[src/rtl/alu_pipe.sv]
// alu_pipe: two-stage pipelined ALU with valid/ready handshakes on both
// sides, a running accumulator and zero / signed-overflow / illegal-op flags.
// Optional feature: define ALU_MUL_EN to make opcode 12 an iterative
// shift-add multiply; without it opcode 12 is treated as illegal.
module alu_pipe #(
   parameter int WIDTH = 8,
   localparam int SHW = $clog2(WIDTH)
) (
   input  logic             clk,
   input  logic             rst,
   input  logic [WIDTH-1:0] A,
   input  logic [WIDTH-1:0] B,
   input  logic [3:0]       Sel,
   input  logic             in_valid,
   output logic             in_ready,
   output logic [WIDTH-1:0] Y,
   output logic             C,
   output logic             Z,
   output logic             V,
   output logic             err,
   output logic             out_valid,
   input  logic             out_ready
);

   localparam logic [3:0] OP_ADD  = 4'd0;
   localparam logic [3:0] OP_SUB  = 4'd1;
   localparam logic [3:0] OP_AND  = 4'd2;
   localparam logic [3:0] OP_OR   = 4'd3;
   localparam logic [3:0] OP_XOR  = 4'd4;
   localparam logic [3:0] OP_NOT  = 4'd5;
   localparam logic [3:0] OP_SHL  = 4'd6;
   localparam logic [3:0] OP_SHR  = 4'd7;
   localparam logic [3:0] OP_CMP  = 4'd8;
   localparam logic [3:0] OP_PASS = 4'd9;
   localparam logic [3:0] OP_ACC  = 4'd10;
   localparam logic [3:0] OP_CLR  = 4'd11;

   // Stage 1 holds the captured operands, stage 2 the registered result.
   logic             s1_valid_q, s1_valid_d;
   logic [WIDTH-1:0] a1_q, a1_d, b1_q, b1_d;
   logic [3:0]       sel1_q, sel1_d;
   logic             s2_valid_q, s2_valid_d;
   logic [WIDTH-1:0] y_q, y_d;
   logic             c_q, c_d, z_q, z_d, v_q, v_d, err_q, err_d;
   logic [WIDTH-1:0] acc_q, acc_d;

   logic             s1_adv, s2_adv, mul_busy;
   logic [WIDTH-1:0] res_y;
   logic             res_c, res_v, res_err;
   logic [WIDTH:0]   add_w, sub_w, acc_w, shl_w, shr_w;

`ifdef ALU_MUL_EN
   localparam logic [3:0] OP_MUL = 4'd12;
   localparam int CW = $clog2(WIDTH + 1);

   logic [CW-1:0]      mul_cnt_q, mul_cnt_d;
   logic [2*WIDTH-1:0] prod_q, prod_d;
   logic [2*WIDTH-1:0] mul_term;

   // A MUL sitting in stage 1 holds the pipe until all WIDTH partial products are summed.
   always_comb begin
      mul_busy = s1_valid_q && (sel1_q == OP_MUL) && (mul_cnt_q != CW'(WIDTH));
      mul_term = b1_q[mul_cnt_q[SHW-1:0]] ? ({{WIDTH{1'b0}}, a1_q} << mul_cnt_q) : '0;
      mul_cnt_d = mul_cnt_q;
      prod_d = prod_q;
      if (s1_adv) begin
         mul_cnt_d = '0;
      end else if (mul_busy) begin
         mul_cnt_d = mul_cnt_q + 1'b1;
         prod_d = ((mul_cnt_q == '0) ? '0 : prod_q) + mul_term;
      end
   end

   // Multiplier iteration state; a reset abandons any product in progress.
   always_ff @(posedge clk or negedge rst) begin
      if (!rst) begin
         mul_cnt_q <= '0;
         prod_q <= '0;
      end else begin
         mul_cnt_q <= mul_cnt_d;
         prod_q <= prod_d;
      end
   end
`else
   assign mul_busy = 1'b0;
`endif

   // Handshake: stage 2 drains when the consumer takes it, stage 1 moves when stage 2 has room.
   always_comb begin
      s2_adv = !s2_valid_q || out_ready;
      s1_adv = s1_valid_q && s2_adv && !mul_busy;
      in_ready = !s1_valid_q || s1_adv;
   end

   // Stage 2 datapath: compute result and flags from the stage-1 operands.
   always_comb begin
      add_w = {1'b0, a1_q} + {1'b0, b1_q};
      sub_w = {1'b0, a1_q} - {1'b0, b1_q};
      acc_w = {1'b0, acc_q} + {1'b0, a1_q};
      shl_w = {1'b0, a1_q} << b1_q[SHW-1:0];
      shr_w = {a1_q, 1'b0} >> b1_q[SHW-1:0];
      res_y = '0;
      res_c = 1'b0;
      res_v = 1'b0;
      res_err = 1'b0;
      acc_d = acc_q;
      case (sel1_q)
         OP_ADD: begin
            res_y = add_w[WIDTH-1:0];
            res_c = add_w[WIDTH];
            res_v = (a1_q[WIDTH-1] == b1_q[WIDTH-1]) && (add_w[WIDTH-1] != a1_q[WIDTH-1]);
         end
         OP_SUB: begin
            res_y = sub_w[WIDTH-1:0];
            res_c = sub_w[WIDTH];
            res_v = (a1_q[WIDTH-1] != b1_q[WIDTH-1]) && (sub_w[WIDTH-1] != a1_q[WIDTH-1]);
         end
         OP_AND:  res_y = a1_q & b1_q;
         OP_OR:   res_y = a1_q | b1_q;
         OP_XOR:  res_y = a1_q ^ b1_q;
         OP_NOT:  res_y = ~a1_q;
         OP_SHL: begin
            res_y = shl_w[WIDTH-1:0];
            res_c = shl_w[WIDTH];
         end
         OP_SHR: begin
            res_y = shr_w[WIDTH:1];
            res_c = shr_w[0];
         end
         OP_CMP:  res_y = {{(WIDTH-1){1'b0}}, (a1_q < b1_q)};
         OP_PASS: res_y = a1_q;
         OP_ACC: begin
            res_y = acc_w[WIDTH-1:0];
            res_c = acc_w[WIDTH];
            res_v = (acc_q[WIDTH-1] == a1_q[WIDTH-1]) && (acc_w[WIDTH-1] != acc_q[WIDTH-1]);
            if (s1_adv) acc_d = acc_w[WIDTH-1:0];
         end
         OP_CLR: begin
            res_y = '0;
            if (s1_adv) acc_d = '0;
         end
`ifdef ALU_MUL_EN
         OP_MUL: begin
            res_y = prod_q[WIDTH-1:0];
            res_c = |prod_q[2*WIDTH-1:WIDTH];
         end
`endif
         default: res_err = 1'b1;
      endcase
   end

   // Next-state for both stages; results are held while the consumer stalls.
   always_comb begin
      s1_valid_d = s1_valid_q;
      a1_d = a1_q;
      b1_d = b1_q;
      sel1_d = sel1_q;
      if (in_ready) begin
         s1_valid_d = in_valid;
         if (in_valid) begin
            a1_d = A;
            b1_d = B;
            sel1_d = Sel;
         end
      end
      s2_valid_d = s2_valid_q;
      y_d = y_q;
      c_d = c_q;
      z_d = z_q;
      v_d = v_q;
      err_d = err_q;
      if (s1_adv) begin
         s2_valid_d = 1'b1;
         y_d = res_y;
         c_d = res_c;
         z_d = (res_y == '0);
         v_d = res_v;
         err_d = res_err;
      end else if (s2_adv) begin
         s2_valid_d = 1'b0;
      end
   end

   // Pipeline and accumulator registers; reset drops every in-flight op.
   always_ff @(posedge clk or negedge rst) begin
      if (!rst) begin
         s1_valid_q <= 1'b0;
         a1_q <= '0;
         b1_q <= '0;
         sel1_q <= '0;
         s2_valid_q <= 1'b0;
         y_q <= '0;
         c_q <= 1'b0;
         z_q <= 1'b0;
         v_q <= 1'b0;
         err_q <= 1'b0;
         acc_q <= '0;
      end else begin
         s1_valid_q <= s1_valid_d;
         a1_q <= a1_d;
         b1_q <= b1_d;
         sel1_q <= sel1_d;
         s2_valid_q <= s2_valid_d;
         y_q <= y_d;
         c_q <= c_d;
         z_q <= z_d;
         v_q <= v_d;
         err_q <= err_d;
         acc_q <= acc_d;
      end
   end

   assign Y = y_q;
   assign C = c_q;
   assign Z = z_q;
   assign V = v_q;
   assign err = err_q;
   assign out_valid = s2_valid_q;

endmodule

[config.mk]
export PLATFORM = sky130hd
export DESIGN_NAME = alu_pipe
export DESIGN_NICKNAME = d
export VERILOG_FILES = /design/src/rtl/alu_pipe.sv
export SDC_FILE = /design/constraint.sdc
export NUM_CORES = 1
export LEC_CHECK = 0
export BUFFER_PORTS_ARGS = -buffer_cell sky130_fd_sc_hd__clkbuf_2
export CAP_MARGIN = 40
export CORE_ASPECT_RATIO = 1.5
export CORE_MARGIN = 3
export CORE_UTILIZATION = 24
export CTS_CLUSTER_DIAMETER = 50
export DETAILED_ROUTE_END_ITERATION = 10
export HOLD_SLACK_MARGIN = 0.03
export PLACE_DENSITY = 0.35
export SLEW_MARGIN = 20
export SYNTH_ARGS = -nofsm -noshare
export SYNTH_HDL_FRONTEND = slang
export SYNTH_SLANG_ARGS = --single-unit
[constraint.sdc]
create_clock -name clk -period 4.5 [get_ports clk]
set_input_delay 0.675 -clock clk [delete_from_list [all_inputs] [get_ports clk]]
set_output_delay 0.675 -clock clk [all_outputs]
set_load 0.05 [all_outputs]
==> results by group, run 1 <==
Setup path
  • Startpoint Class: flop
  • Reg-to-reg startpoint: a1_q[1]
  • CP max stage cell: dfrtp_1
  • CP peak stage delay: ~0.61 ns
  • Critical Path, Cell by Cell: inv_1 > ha_1 > o21ba_1 > or4_4 > and3b_1 > a221o_1 > a221o_1 > or3_1 > o31ai_2
  • CP Capture Type: flop
  • Required time worst endpoint: ~4.7 ns
  • CP most frequent cell: a221o_1
  • Worst reg-to-reg path cell count: 9
  • Crit path DAT: between 3 and 4 ns
  • Worst R2R End: Z
  • Critical path class: reg -> reg
  • R2R setup slack: 0.98 ns
  • WP buf/inv: 1
  • Top Family by Delay on Critical Path: compound AO/OA/AOI/OAI gates
  • CP max FO: 13

Clocking
  • Root buf cell: clkbuf_16
  • Worst-path clk slew: ~0.07 ns
  • Clk buf depth: 2
  • Sink Count: 42
  • Total CTS buffers: 5
  • CTS resizes: 0
  • Clk_lat worst skew: approximately 0.30 ns
  • Number of H-tree levels: 2
  • Cts hold-fix bufs: 0
  • Setup Buffers After CTS: 0
  • TritonCTS clock tree: done

Timing
  • Final Hold Vio Count: 0
  • Final setup fails: 0
  • Setup TNS: 0 ns
  • Fmax: 284.3 MHz
  • Max-slew violations: 0
  • Crit path time final: 3.518 ns
  • RSZ-0062 raised after global routing: false
  • Clock skew: 0.004192 ns
  • Relative slew slack: 0.4839
  • Worst slew pin tran: 0.7683 ns
  • Ratio of final minimum period to clock period: 0.7818

Finish
  • Final #Nets: 533
  • Layout cells sized above 1: 0.2004
  • Fill cell count: 1,729
  • Final core occ: 0.2833
  • Multi-input logic area: about 0.0026 mm^2
  • # diodes: 0
  • Post-Layout Cell Count: 677
  • Area growth, synth to finish: 13.95%
  • Register area: between 0.001 and 0.0015 mm^2

Routing
  • TritonRoute pass-1 iters: 4
  • DR WL/cell: between 20 and 25 um
  • Iteration-0 DRC Markers: 230
  • ANT nets after route: 0
  • Mean number of vias per cell: 5.300
  • Post-route DRC violation count: 0
  • Vias: 3,588
  • Routed WL: 14.41 mm

Global route
  • GR Overflow Total: 0
  • Vias in the first global route: around 3,600
  • Largest net degree at the start of global routing: 43
  • GR Util All Layers: 0.1603
  • First-pass GRT wire length: 22.07 mm
  • Initial antenna violation count: 0

Synthesis
  • Synth top area cells: dfrtp_1, ha_1, mux2_2
  • Synth Flop Type: dfrtp_1
  • Synth Net Count: 509
  • Synth Instances: 449
  • Post-Syn Area: 0.003936 mm^2
  • Yosys top cell area share: 0.2670
  • Commonest cells post-synth: dfrtp_1, nand2_1, nor2_1, ha_1, inv_1
  • EDFF count, synth: 0
  • Mean post-synth cell area: 8.767 um^2
  • Area leader, netlist: dfrtp_1
  • Count leader, synth: dfrtp_1
  • Yosys reg bits: 42
  • Synth Warn #: 0
  • Synth cell types: 68
  • Register area share after synthesis: 0.2670
  • Ys async rst share: 1.000

Power and ir drop
  • Leakage power: 1.963 nW
  • P per Cell Area: 490.0 mW/mm^2
  • Max IR drop VDD: between 150 and 200 uV

Placed design
  • GP Congestion: between 0.8 and 0.9
  • Placed cell count: ~670
  • Port bufs: 37
  • DP Wirelength: 11.09 mm

Outcome
  • Status: completed

Floorplanning
  • Die height: between 150 and 200 um
  • Die X: roughly 110 um
  • Starting Density: 0.2486
  • Area of the die: between 0.015 and 0.02 mm^2
  • Core ar.: 0.01584 mm^2
  • Ports: 38
  • Row cnt: 56

Worst hold path
  • Min-delay worst type: in -> async

Run
  • Max Cap Viol: 0
power breakdown:
part           internal [W]  switching [W]  total [W]  leakage (nW)
Sequential         0.000472       0.000110   0.000582         0.509
Combinational      0.000453       0.000774    0.00123          1.38
Clock              0.000209       0.000180   0.000389        0.0704
flip-flops by register name, indices dropped and copies added (netlist names), 4 cells and up:
name	count
Y	8
b1_q	8
acc_q	8
sel1_q	4
a1_q	8
worst max path at each step:
stage	startpoint	endpoint	slack (ns)	cells after the start
2_1_floorplan	b1_q[1]	Z	0.98	11
3_3_place_gp	a1_q[1]	Z	1.06	9
3_5_place_dp	a1_q[1]	Z	0.99	9
4_1_cts	a1_q[1]	Z	0.97	9
5_1_grt	a1_q[1]	Z	0.81	9
6_report	a1_q[1]	Z	0.98	9
layout by cell type (no fill, tap or decap), types with 3 or more instances in the layout:
cell | Yosys | final
o31ai_1 | 3 | 3
clkbuf_2 | 1 | 37
o21ai_0 | 20 | 20
inv_1 | 26 | 26
nand2b_1 | 11 | 11
xnor2_1 | 6 | 6
nand3b_1 | 4 | 4
o31a_1 | 3 | 3
or4_1 | 3 | 3
a31oi_1 | 7 | 7
nor2_1 | 35 | 35
nand3_1 | 7 | 7
o21a_1 | 3 | 3
or3_1 | 7 | 7
a211oi_1 | 3 | 3
a21oi_1 | 19 | 19
o2111ai_1 | 4 | 4
nand4_1 | 3 | 3
a221o_1 | 3 | 3
a22oi_1 | 6 | 6
mux2i_1 | 8 | 8
mux2_2 | 22 | 22
nor3_1 | 14 | 14
nand2_1 | 41 | 41
a22o_1 | 10 | 10
mux4_2 | 9 | 9
nor4_1 | 5 | 5
xor2_1 | 6 | 6
and3_1 | 3 | 3
o22ai_1 | 4 | 4
nor2b_1 | 4 | 4
clkbuf_16 | 0 | 5
dfrtp_1 | 42 | 42
a32oi_1 | 3 | 3
o221ai_1 | 3 | 3
buf_4 | 0 | 10
ha_1 | 33 | 33
fa_1 | 3 | 3
routing by layer:
metal  routed length, um  global-route usage  vias to the layer above  part of all wire
met2                7489              0.2884                       99              0.52
li1                    -                   -                     1696                 -
met3                 556             0.02305                       21             0.039
met1                5825              0.1885                     1772              0.40
met5                   0                   0                        -                 0
met4                 540             0.07059                        0             0.037
logic make-up after synthesis:
logic type                 share of synthesized area
adders and majority gates                     0.1202
buffers and inverters                        0.06103
and+or+nand+nor                               0.1882
AOI/OAI and AO/OA                             0.1993
muxes                                         0.1376
DFF                                           0.2670
xor gates and xnor gates                     0.02670
cell type report:
class,count,area share
Multi-Input combinational cell,347,0.5897
Sequential cell,42,0.2343
Timing Repair Buffer,49,0.06248
Tap cell,203,0.05662
Clock buffer,5,0.02789
Inverter,28,0.02343
Clock inverter,3,0.005579
worst register-to-register path, stage by stage, from the launching register on:
cell and delay [ns]:
dfrtp_1 0.61, inv_1 0.26, ha_1 0.38, o21ba_1 0.25, or4_4 0.43, and3b_1 0.19
a221o_1 0.32, a221o_1 0.38, or3_1 0.39, o31ai_2 0.23
through the flow:
step / setup slack, ns / total power (W) / hold WS [ns] / instance area (um^2)
2_1_floorplan: 0.9843 / 0.001445 / 0.3794 / 3936
3_5_place_dp: 0.9871 / 0.001819 / 0.4674 / 4335
6_report: 0.9821 / 0.002198 / 0.4617 / 4486
5_1_grt: 0.8092 / 0.002352 / 0.5013 / 4486
4_1_cts: 0.9722 / 0.002224 / 0.4859 / 4486
3_3_place_gp: 1.055 / 0.001823 / 0.4621 / 4308
Power figures use the tool's default switching activity.
==> run 2, diff against run 1 <==
--- a/config.mk
+++ b/config.mk
@@ -5,6 +5,7 @@
 export SDC_FILE = /design/constraint.sdc
 export NUM_CORES = 1
 export LEC_CHECK = 0
+export ABC_AREA = 1
 export BUFFER_PORTS_ARGS = -buffer_cell sky130_fd_sc_hd__clkbuf_2
 export CAP_MARGIN = 40
 export CORE_ASPECT_RATIO = 1.5
==> constraint.sdc (replaced) <==
create_clock -name clk -period 3.3 [get_ports clk]
set_input_delay 0.495 -clock clk [delete_from_list [all_inputs] [get_ports clk]]
set_output_delay 0.495 -clock clk [all_outputs]
set_load 0.05 [all_outputs]
==> results by group, run 2 <==
Routing
  • Vias: 4,058 (was 3,588)
  • Iteration-0 DRC Markers: 234 (was 230)
  • TritonRoute pass-1 iters: 5 (was 4)
  • DR WL/cell: 18.04 um (was 21.29 um)
  • Post-route DRC violation count: 0 (unchanged)
  • Mean number of vias per cell: 4.719 (was 5.300)
  • Routed WL: 15.52 mm (was 14.41 mm)
  • ANT nets after route: 0 (unchanged)

Power and ir drop
  • Sw frac: 0.5210 (was 0.4843)
  • P per Cell Area: 685.6 mW/mm^2 (was 490.0 mW/mm^2)
  • Sequential power share: 0.263 (was 0.265)
  • Max IR drop VDD: 196.7 uV (was 166.4 uV)
  • P_int: 0.001462 W (was 0.001134 W)
  • Leakage power: 2.339 nW (was 1.963 nW)
  • Combinational group share of total power: 0.566 (was 0.558)
  • Clock network fraction of total power: 0.171 (was 0.177)
  • Switching power: 0.001590 W (was 0.001065 W)

Synthesis
  • Mean post-synth cell area: 6.268 um^2 (was 8.767 um^2)
  • Post-Syn Area: 0.003905 mm^2 (was 0.003936 mm^2)
  • Register area share after synthesis: 0.2691 (was 0.2670)
  • Synth cell types: 35 (was 68)
  • Synth Net Count: 683 (was 509)
  • Yosys top cell area share: 0.2691 (was 0.2670)
  • EDFF count, synth: 0 (unchanged)
  • Count leader, synth: nand2_1 (was dfrtp_1)
  • Synth Warn #: 0 (unchanged)
  • Synth Instances: 623 (was 449)
  • Yosys reg bits: 42 (unchanged)
  • Synth top area cells: dfrtp_1, nand2_1, ha_1 (was dfrtp_1, ha_1, mux2_2)
  • Ys async rst share: 1.000 (unchanged)
  • Area leader, netlist: dfrtp_1 (unchanged)
  • Commonest cells post-synth: nand2_1, nor2_1, nand3_1, inv_1, dfrtp_1 (was dfrtp_1, nand2_1, nor2_1, ha_1, inv_1)
  • Synth Flop Type: dfrtp_1 (unchanged)

Finish
  • Final #Nets: 716 (was 533)
  • Leading cell type in the layout, fill and taps excluded: nand2_1 (was dfrtp_1)
  • Final core occ: 0.2823 (was 0.2833)
  • Register area: 0.001051 mm^2 (unchanged)
  • Area growth, synth to finish: 13.97% (was 13.95%)
  • Most frequent cells in the layout: nand2_1, nor2_1, nand3_1 (was dfrtp_1, nand2_1, clkbuf_2)
  • Fill cell count: 1,795 (was 1,729)
  • Layout cells sized above 1: 0.09589 (was 0.2004)
  • Post-Layout Cell Count: 860 (was 677)
  • Fin area: 0.004451 mm^2 (was 0.004486 mm^2)
  • Multi-input logic area: 0.002525 mm^2 (was 0.002645 mm^2)
  • # diodes: 0 (unchanged)

Global route
  • GR Overflow Total: 0 (unchanged)
  • Largest net degree at the start of global routing: 42 (was 43)
  • GR Util All Layers: 0.1838 (was 0.1603)
  • Vias in the first global route: 4,279 (was 3,591)
  • Initial antenna violation count: 0 (unchanged)
  • First-pass GRT wire length: 24.56 mm (was 22.07 mm)

Run
  • Max Cap Viol: 0 (unchanged)

Clocking
  • Setup Buffers After CTS: 0 (unchanged)
  • TritonCTS clock tree: done (unchanged)
  • Clk buf depth: 2 (unchanged)
  • Worst-path clk slew: 0.07 ns (about the same)
  • CTS resizes: 0 (unchanged)
  • Root buf cell: clkbuf_16 (unchanged)
  • Sink Count: 42 (unchanged)
  • Total CTS buffers: 5 (unchanged)
  • Number of H-tree levels: 2 (unchanged)
  • Clk_lat worst skew: 0.30 ns (about the same)
  • Cts hold-fix bufs: 0 (unchanged)

Setup path
  • WP buf/inv: 2 (was 1)
  • Required time worst endpoint: 3.54 ns (was 4.72 ns)
  • Critical Path, Cell by Cell: ha_1 > inv_1 > fa_1 > inv_1 > nand2_1 > nand3_1 > nand2_1 > nor2_1 > nand3_1 > nor3_2 > nand2_1 > nor2_1 > nand2_1 > nand2_1 (was inv_1 > ha_1 > o21ba_1 > or4_4 > and3b_1 > a221o_1 > a221o_1 > or3_1 > o31ai_2)
  • CP max FO: 13 (unchanged)
  • Crit path DAT: 3.02 ns (was 3.73 ns)
  • CP most frequent cell: nand2_1 (was a221o_1)
  • Worst R2R End: Z (unchanged)
  • Critical path class: reg -> reg (unchanged)
  • Reg-to-reg startpoint: b1_q[0] (was a1_q[1])
  • CP max stage cell: dfrtp_1 (unchanged)
  • CP Capture Type: flop (unchanged)
  • CP peak stage delay: 0.67 ns (was 0.61 ns)
  • Worst reg-to-reg path cell count: 14 (was 9)
  • Startpoint Class: flop (unchanged)
  • Top Family by Delay on Critical Path: simple AND/OR/NAND/NOR gates (was compound AO/OA/AOI/OAI gates)
  • R2R setup slack: 0.51 ns (was 0.98 ns)

Floorplanning
  • Area of the die: 0.01787 mm^2 (was 0.01801 mm^2)
  • Row cnt: 56 (unchanged)
  • Die X: 110.2 um (was 110.6 um)
  • Core ar.: 0.01577 mm^2 (was 0.01584 mm^2)
  • Starting Density: 0.2477 (was 0.2486)
  • Ports: 38 (unchanged)
  • Die height: 162.2 um (was 162.9 um)

Timing
  • Clock skew: 0.007828 ns (was 0.004192 ns)
  • Ratio of final minimum period to clock period: 0.8452 (was 0.7818)
  • Final setup fails: 0 (unchanged)
  • Fmax: 358.5 MHz (was 284.3 MHz)
  • Crit path time final: 2.789 ns (was 3.518 ns)
  • Final Hold Vio Count: 0 (unchanged)
  • Setup TNS: 0 ns (unchanged)
  • RSZ-0062 raised after global routing: false (unchanged)
  • Relative slew slack: 0.5613 (was 0.4839)
  • Max-slew violations: 0 (unchanged)
  • Worst slew pin tran: 0.6580 ns (was 0.7683 ns)

Placed design
  • Port bufs: 37 (unchanged)
  • Placed cell count: 852 (was 669)
  • GP Congestion: 0.9027 (was 0.8864)
  • DP Wirelength: 12.62 mm (was 11.09 mm)
  • Placed Area: 0.004308 mm^2 (was 0.004335 mm^2)

Worst hold path
  • Min-delay worst type: in -> async (unchanged)

Outcome
  • Status: completed (unchanged)
## run 2: changes by cell type after synthesis, sizes merged, moves of 7 or more
cell and change:
a21oi +22, a22o -10, clkbuf -17, inv +38, mux2 -23, mux2i -8, mux4 -9, nand2 +150
nand2b -11, nand3 +58, nor2 +61, nor3 -11, o21ai +8, or3 -7
## run 2: metrics by stage
step	hold slack, ns	setup slack, ns	power, W
3_3_place_gp	0.4757	0.4212	0.002553
5_1_grt	0.2715	0.2123	0.003344
6_report	0.2064	0.5108	0.003051
3_5_place_dp	0.4769	0.4960	0.002550
4_1_cts	0.2498	0.4790	0.003094
2_1_floorplan	0.1994	1.286	0.002041
## run 2: worst max-delay path by stage
| stage | start | end | slack (ns) | depth (start not counted) |
|---|---|---|---|---|
| finish | b1_q[0] | Z | 0.51 | 14 |
| global route | b1_q[0] | Z | 0.21 | 14 |
| CTS | b1_q[0] | Z | 0.48 | 14 |
| detailed placement | b1_q[0] | Z | 0.50 | 14 |
| global placement | b1_q[0] | Z | 0.42 | 14 |
| floorplan | b1_q[1] | Z | 1.29 | 15 |
## run 2: cell families (layout without fill, tap and decap cells)
| group | count (synthesis) | count (layout) | synth area share |
|---|---|---|---|
| buf+inv | 83 | 117 | 0.08427 |
| simple gates | 372 | 372 | 0.3989 |
| fa+ha+maj | 36 | 36 | 0.1211 |
| flops | 42 | 42 | 0.2691 |
| compound gates | 88 | 88 | 0.1221 |
| xor+xnor | 2 | 2 | 0.004487 |
## run 2: layer usage
| metal | wire length (um) | vias up | track usage |
|---|---|---|---|
| li1 | - | 2084 | - |
| met4 | 526 | 0 | 0.07003 |
| met1 | 6252 | 1865 | 0.2196 |
| met5 | 0 | - | 0 |
| met3 | 437 | 24 | 0.01750 |
| met2 | 8302 | 85 | 0.3323 |
## run 2: area by class of cell
class | instances | share of cell area
Inverter | 66 | 0.05566
Clock inverter | 2 | 0.003092
Multi-Input combinational cell | 498 | 0.5673
Tap cell | 203 | 0.05707
Sequential cell | 42 | 0.2362
Timing Repair Buffer | 43 | 0.05173
Clock buffer | 6 | 0.02896
## run 2: power by group through the flow
stage | Sequential [W] | Clock [W] | Combinational [W]
final | 0.000804 | 0.000522 | 0.00173
after global routing | 0.000828 | 0.000556 | 0.00196
after CTS | 0.000808 | 0.000545 | 0.00174
after detailed placement | 0.000818 | 0 | 0.00173
after global placement | 0.000818 | 0 | 0.00174
after floorplan | 0.000971 | 0 | 0.00107
==> run 3, diff against run 2 <==
--- a/config.mk
+++ b/config.mk
@@ -14,7 +14,7 @@
 export CTS_CLUSTER_DIAMETER = 50
 export DETAILED_ROUTE_END_ITERATION = 10
 export HOLD_SLACK_MARGIN = 0.03
-export PLACE_DENSITY = 0.35
+export PLACE_DENSITY = 0.36
 export SLEW_MARGIN = 20
 export SYNTH_ARGS = -nofsm -noshare
 export SYNTH_HDL_FRONTEND = slang
==> constraint.sdc (replaced) <==
create_clock -name clk -period 2.3 [get_ports clk]
set_input_delay 0.345 -clock clk [delete_from_list [all_inputs] [get_ports clk]]
set_output_delay 0.345 -clock clk [all_outputs]
set_load 0.05 [all_outputs]
==> results by group, run 3 (synthesized netlist as in run 2, its figures left out) <==
Timing
  • Ratio of final minimum period to clock period: 0.9486 (was 0.8452)
  • Crit path time final: 2.182 ns (was 2.789 ns)
  • Final Hold Vio Count: 0 (unchanged)
  • Worst slew pin tran: 0.6124 ns (was 0.6580 ns)
  • Clock skew: 0.003868 ns (was 0.007828 ns)
  • Fmax: 458.3 MHz (was 358.5 MHz)
  • Max-slew violations: 0 (unchanged)
  • Relative slew slack: 0.5917 (was 0.5613)
  • Hold WS: 0.1383 ns (was 0.2064 ns)
  • Final setup fails: 0 (unchanged)

Finish
  • Multi-input logic area: 0.002638 mm^2 (was 0.002525 mm^2)
  • Layout cells sized above 1: 0.1929 (was 0.09589)
  • Post-Layout Cell Count: 903 (was 860)
  • Final #Nets: 759 (was 716)
  • Register area: 0.001054 mm^2 (was 0.001051 mm^2)
  • Fill cell count: 1,801 (was 1,795)
  • Fin area: 0.004903 mm^2 (was 0.004451 mm^2)
  • Area growth, synth to finish: 25.57% (was 13.97%)
  • Leading cell type in the layout, fill and taps excluded: nand2_1 (unchanged)
  • Most frequent cells in the layout: nand2_1, nor2_1, nand3_1 (unchanged)
  • # diodes: 0 (unchanged)

Placed design
  • Port bufs: 37 (unchanged)
  • Placed Area: 0.004586 mm^2 (was 0.004308 mm^2)
  • GP Congestion: 0.8698 (was 0.9027)
  • DP Wirelength: 13.16 mm (was 12.62 mm)
  • Placed cell count: 889 (was 852)

Clocking
  • Clk buf depth: 2 (unchanged)
  • Clk_lat worst skew: 0.30 ns (about the same)
  • Total CTS buffers: 5 (unchanged)
  • Worst-path clk slew: 0.07 ns (about the same)
  • Number of H-tree levels: 2 (unchanged)
  • TritonCTS clock tree: done (unchanged)
  • Root buf cell: clkbuf_16 (unchanged)
  • Sink Count: 42 (unchanged)
  • Cts hold-fix bufs: 0 (unchanged)

Global route
  • First-pass GRT wire length: 24.73 mm (was 24.56 mm)
  • Vias in the first global route: 4,394 (was 4,279)
  • GR Util All Layers: 0.1853 (was 0.1838)
  • Largest net degree at the start of global routing: 43 (was 42)
  • GR Overflow Total: 0 (unchanged)
  • Initial antenna violation count: 0 (unchanged)

Routing
  • Iteration-0 DRC Markers: 149 (was 234)
  • ANT nets after route: 0 (unchanged)
  • Mean number of vias per cell: 4.729 (was 4.719)
  • Post-route DRC violation count: 0 (unchanged)
  • Vias: 4,270 (was 4,058)
  • TritonRoute pass-1 iters: 4 (was 5)
  • Routed WL: 16.08 mm (was 15.52 mm)
  • DR WL/cell: 17.81 um (was 18.04 um)

Power and ir drop
  • P_int: 0.002370 W (was 0.001462 W)
  • Max IR drop VDD: 346.6 uV (was 196.7 uV)
  • Sequential power share: 0.229 (was 0.263)
  • Clock network fraction of total power: 0.161 (was 0.171)
  • P per Cell Area: 978.0 mW/mm^2 (was 685.6 mW/mm^2)
  • Combinational group share of total power: 0.610 (was 0.566)
  • Switching power: 0.002426 W (was 0.001590 W)
  • Sw frac: 0.5058 (was 0.5210)
  • Leakage power: 2.537 nW (was 2.339 nW)

Setup path
  • CP peak stage delay: 0.57 ns (was 0.67 ns)
  • R2R setup slack: 0.12 ns (was 0.51 ns)
  • Startpoint Class: flop (unchanged)
  • CP max FO: 4 (was 13)
  • Crit path DAT: 2.42 ns (was 3.02 ns)
  • Critical Path, Cell by Cell: inv_2 > ha_4 > fa_2 > o21ai_1 > nor2_1 > nand3_1 > nor2_1 > buf_4 > nand3_1 > nor2_1 > nand2_1 > nand2_1 (was ha_1 > inv_1 > fa_1 > inv_1 > nand2_1 > nand3_1 > nand2_1 > nor2_1 > nand3_1 > nor3_2 > nand2_1 > nor2_1 > nand2_1 > nand2_1)
  • Required time worst endpoint: 2.54 ns (was 3.54 ns)
  • CP max stage cell: fa_2 (was dfrtp_1)
  • CP most frequent cell: nor2_1 (was nand2_1)
  • CP Capture Type: flop (unchanged)
  • Critical path class: reg -> reg (unchanged)

Floorplanning
  • Ports: 38 (unchanged)
  • Area of the die: 0.01787 mm^2 (unchanged)
  • Die X: 110.2 um (unchanged)
  • Starting Density: 0.2477 (unchanged)
  • Core ar.: 0.01577 mm^2 (unchanged)
  • Die height: 162.2 um (unchanged)
  • Row cnt: 56 (unchanged)

Run
  • Max Cap Viol: 0 (unchanged)

Outcome
  • Status: completed (unchanged)

Worst hold path
  • Min-delay worst type: in -> async (unchanged)
[run 3: metrics by stage]
step | total power, W | worst slack (ns) | setup TNS, ns | utilization
after floorplan | 0.002929 | 0.2857 | 0 | -
final | 0.004795 | 0.1182 | 0 | 0.3110
after global routing | 0.005214 | -0.006258 | -0.006258 | 0.3110
after CTS | 0.004654 | 0.04541 | 0 | 0.3004
after detailed placement | 0.003859 | 0.06539 | 0 | 0.2909
after global placement | 0.003866 | 0.03553 | 0 | 0.2909
[run 3: cell type report]
class                   instances  area share
multi-input cells             498      0.5379
flip-flops and latches         42      0.2149
repair buffers                 86      0.1135
well taps                     203     0.05180
inverters                      66     0.05129
clock buffers                   5     0.02552
clock inverters                 3    0.005103
[run 3: repair_timing]
item | CTS | global route
endpoints found under the setup margin | 0 | 9
gates resized for setup | 0 | 34
setup buffers | 0 | 6
[run 3: path summary, 6_finish.rpt]
kind                         start  endpoint  cells after the start
setup / recovery           a1_q[0]         Z                     12
min in group clk              A[3]   a1_q[3]                      3
hold / removal                 rst  acc_q[2]                      2
setup reg to reg           a1_q[0]         Z                     12
hold reg to reg               Y[3]      Y[3]                      2
max in group asynchronous      rst   b1_q[0]                      2
[run 3: power by group through the flow]
| stage | sequential [W] | clock, W | combinational (W) |
|---|---|---|---|
| global route | 0.00114 | 0.000823 | 0.00325 |
| finish | 0.00110 | 0.000771 | 0.00292 |
| CTS | 0.00109 | 0.000796 | 0.00276 |
| floorplan | 0.00139 | 0 | 0.00154 |
| global placement | 0.00110 | 0 | 0.00277 |
| detailed placement | 0.00111 | 0 | 0.00275 |
[run 3: critical path: cells and delay by family (launching register included)]
kind / cells / cell delay (ns)
adder cells (fa/ha/maj): 2 / 0.74
AO/OA/AOI/OAI: 1 / 0.07
AND/OR/NAND/NOR: 7 / 0.66
buffers and inverters: 2 / 0.22
flip-flops: 1 / 0.43
[run 3: per-layer routing]
| metal | GRT usage | up-vias | share of wire |
|---|---|---|---|
| li1 | - | 2175 | - |
| met1 | 0.2107 | 1985 | 0.40 |
| met2 | 0.3376 | 69 | 0.53 |
| met3 | 0.01590 | 41 | 0.014 |
| met4 | 0.09244 | 0 | 0.053 |
| met5 | 0 | - | 0 |
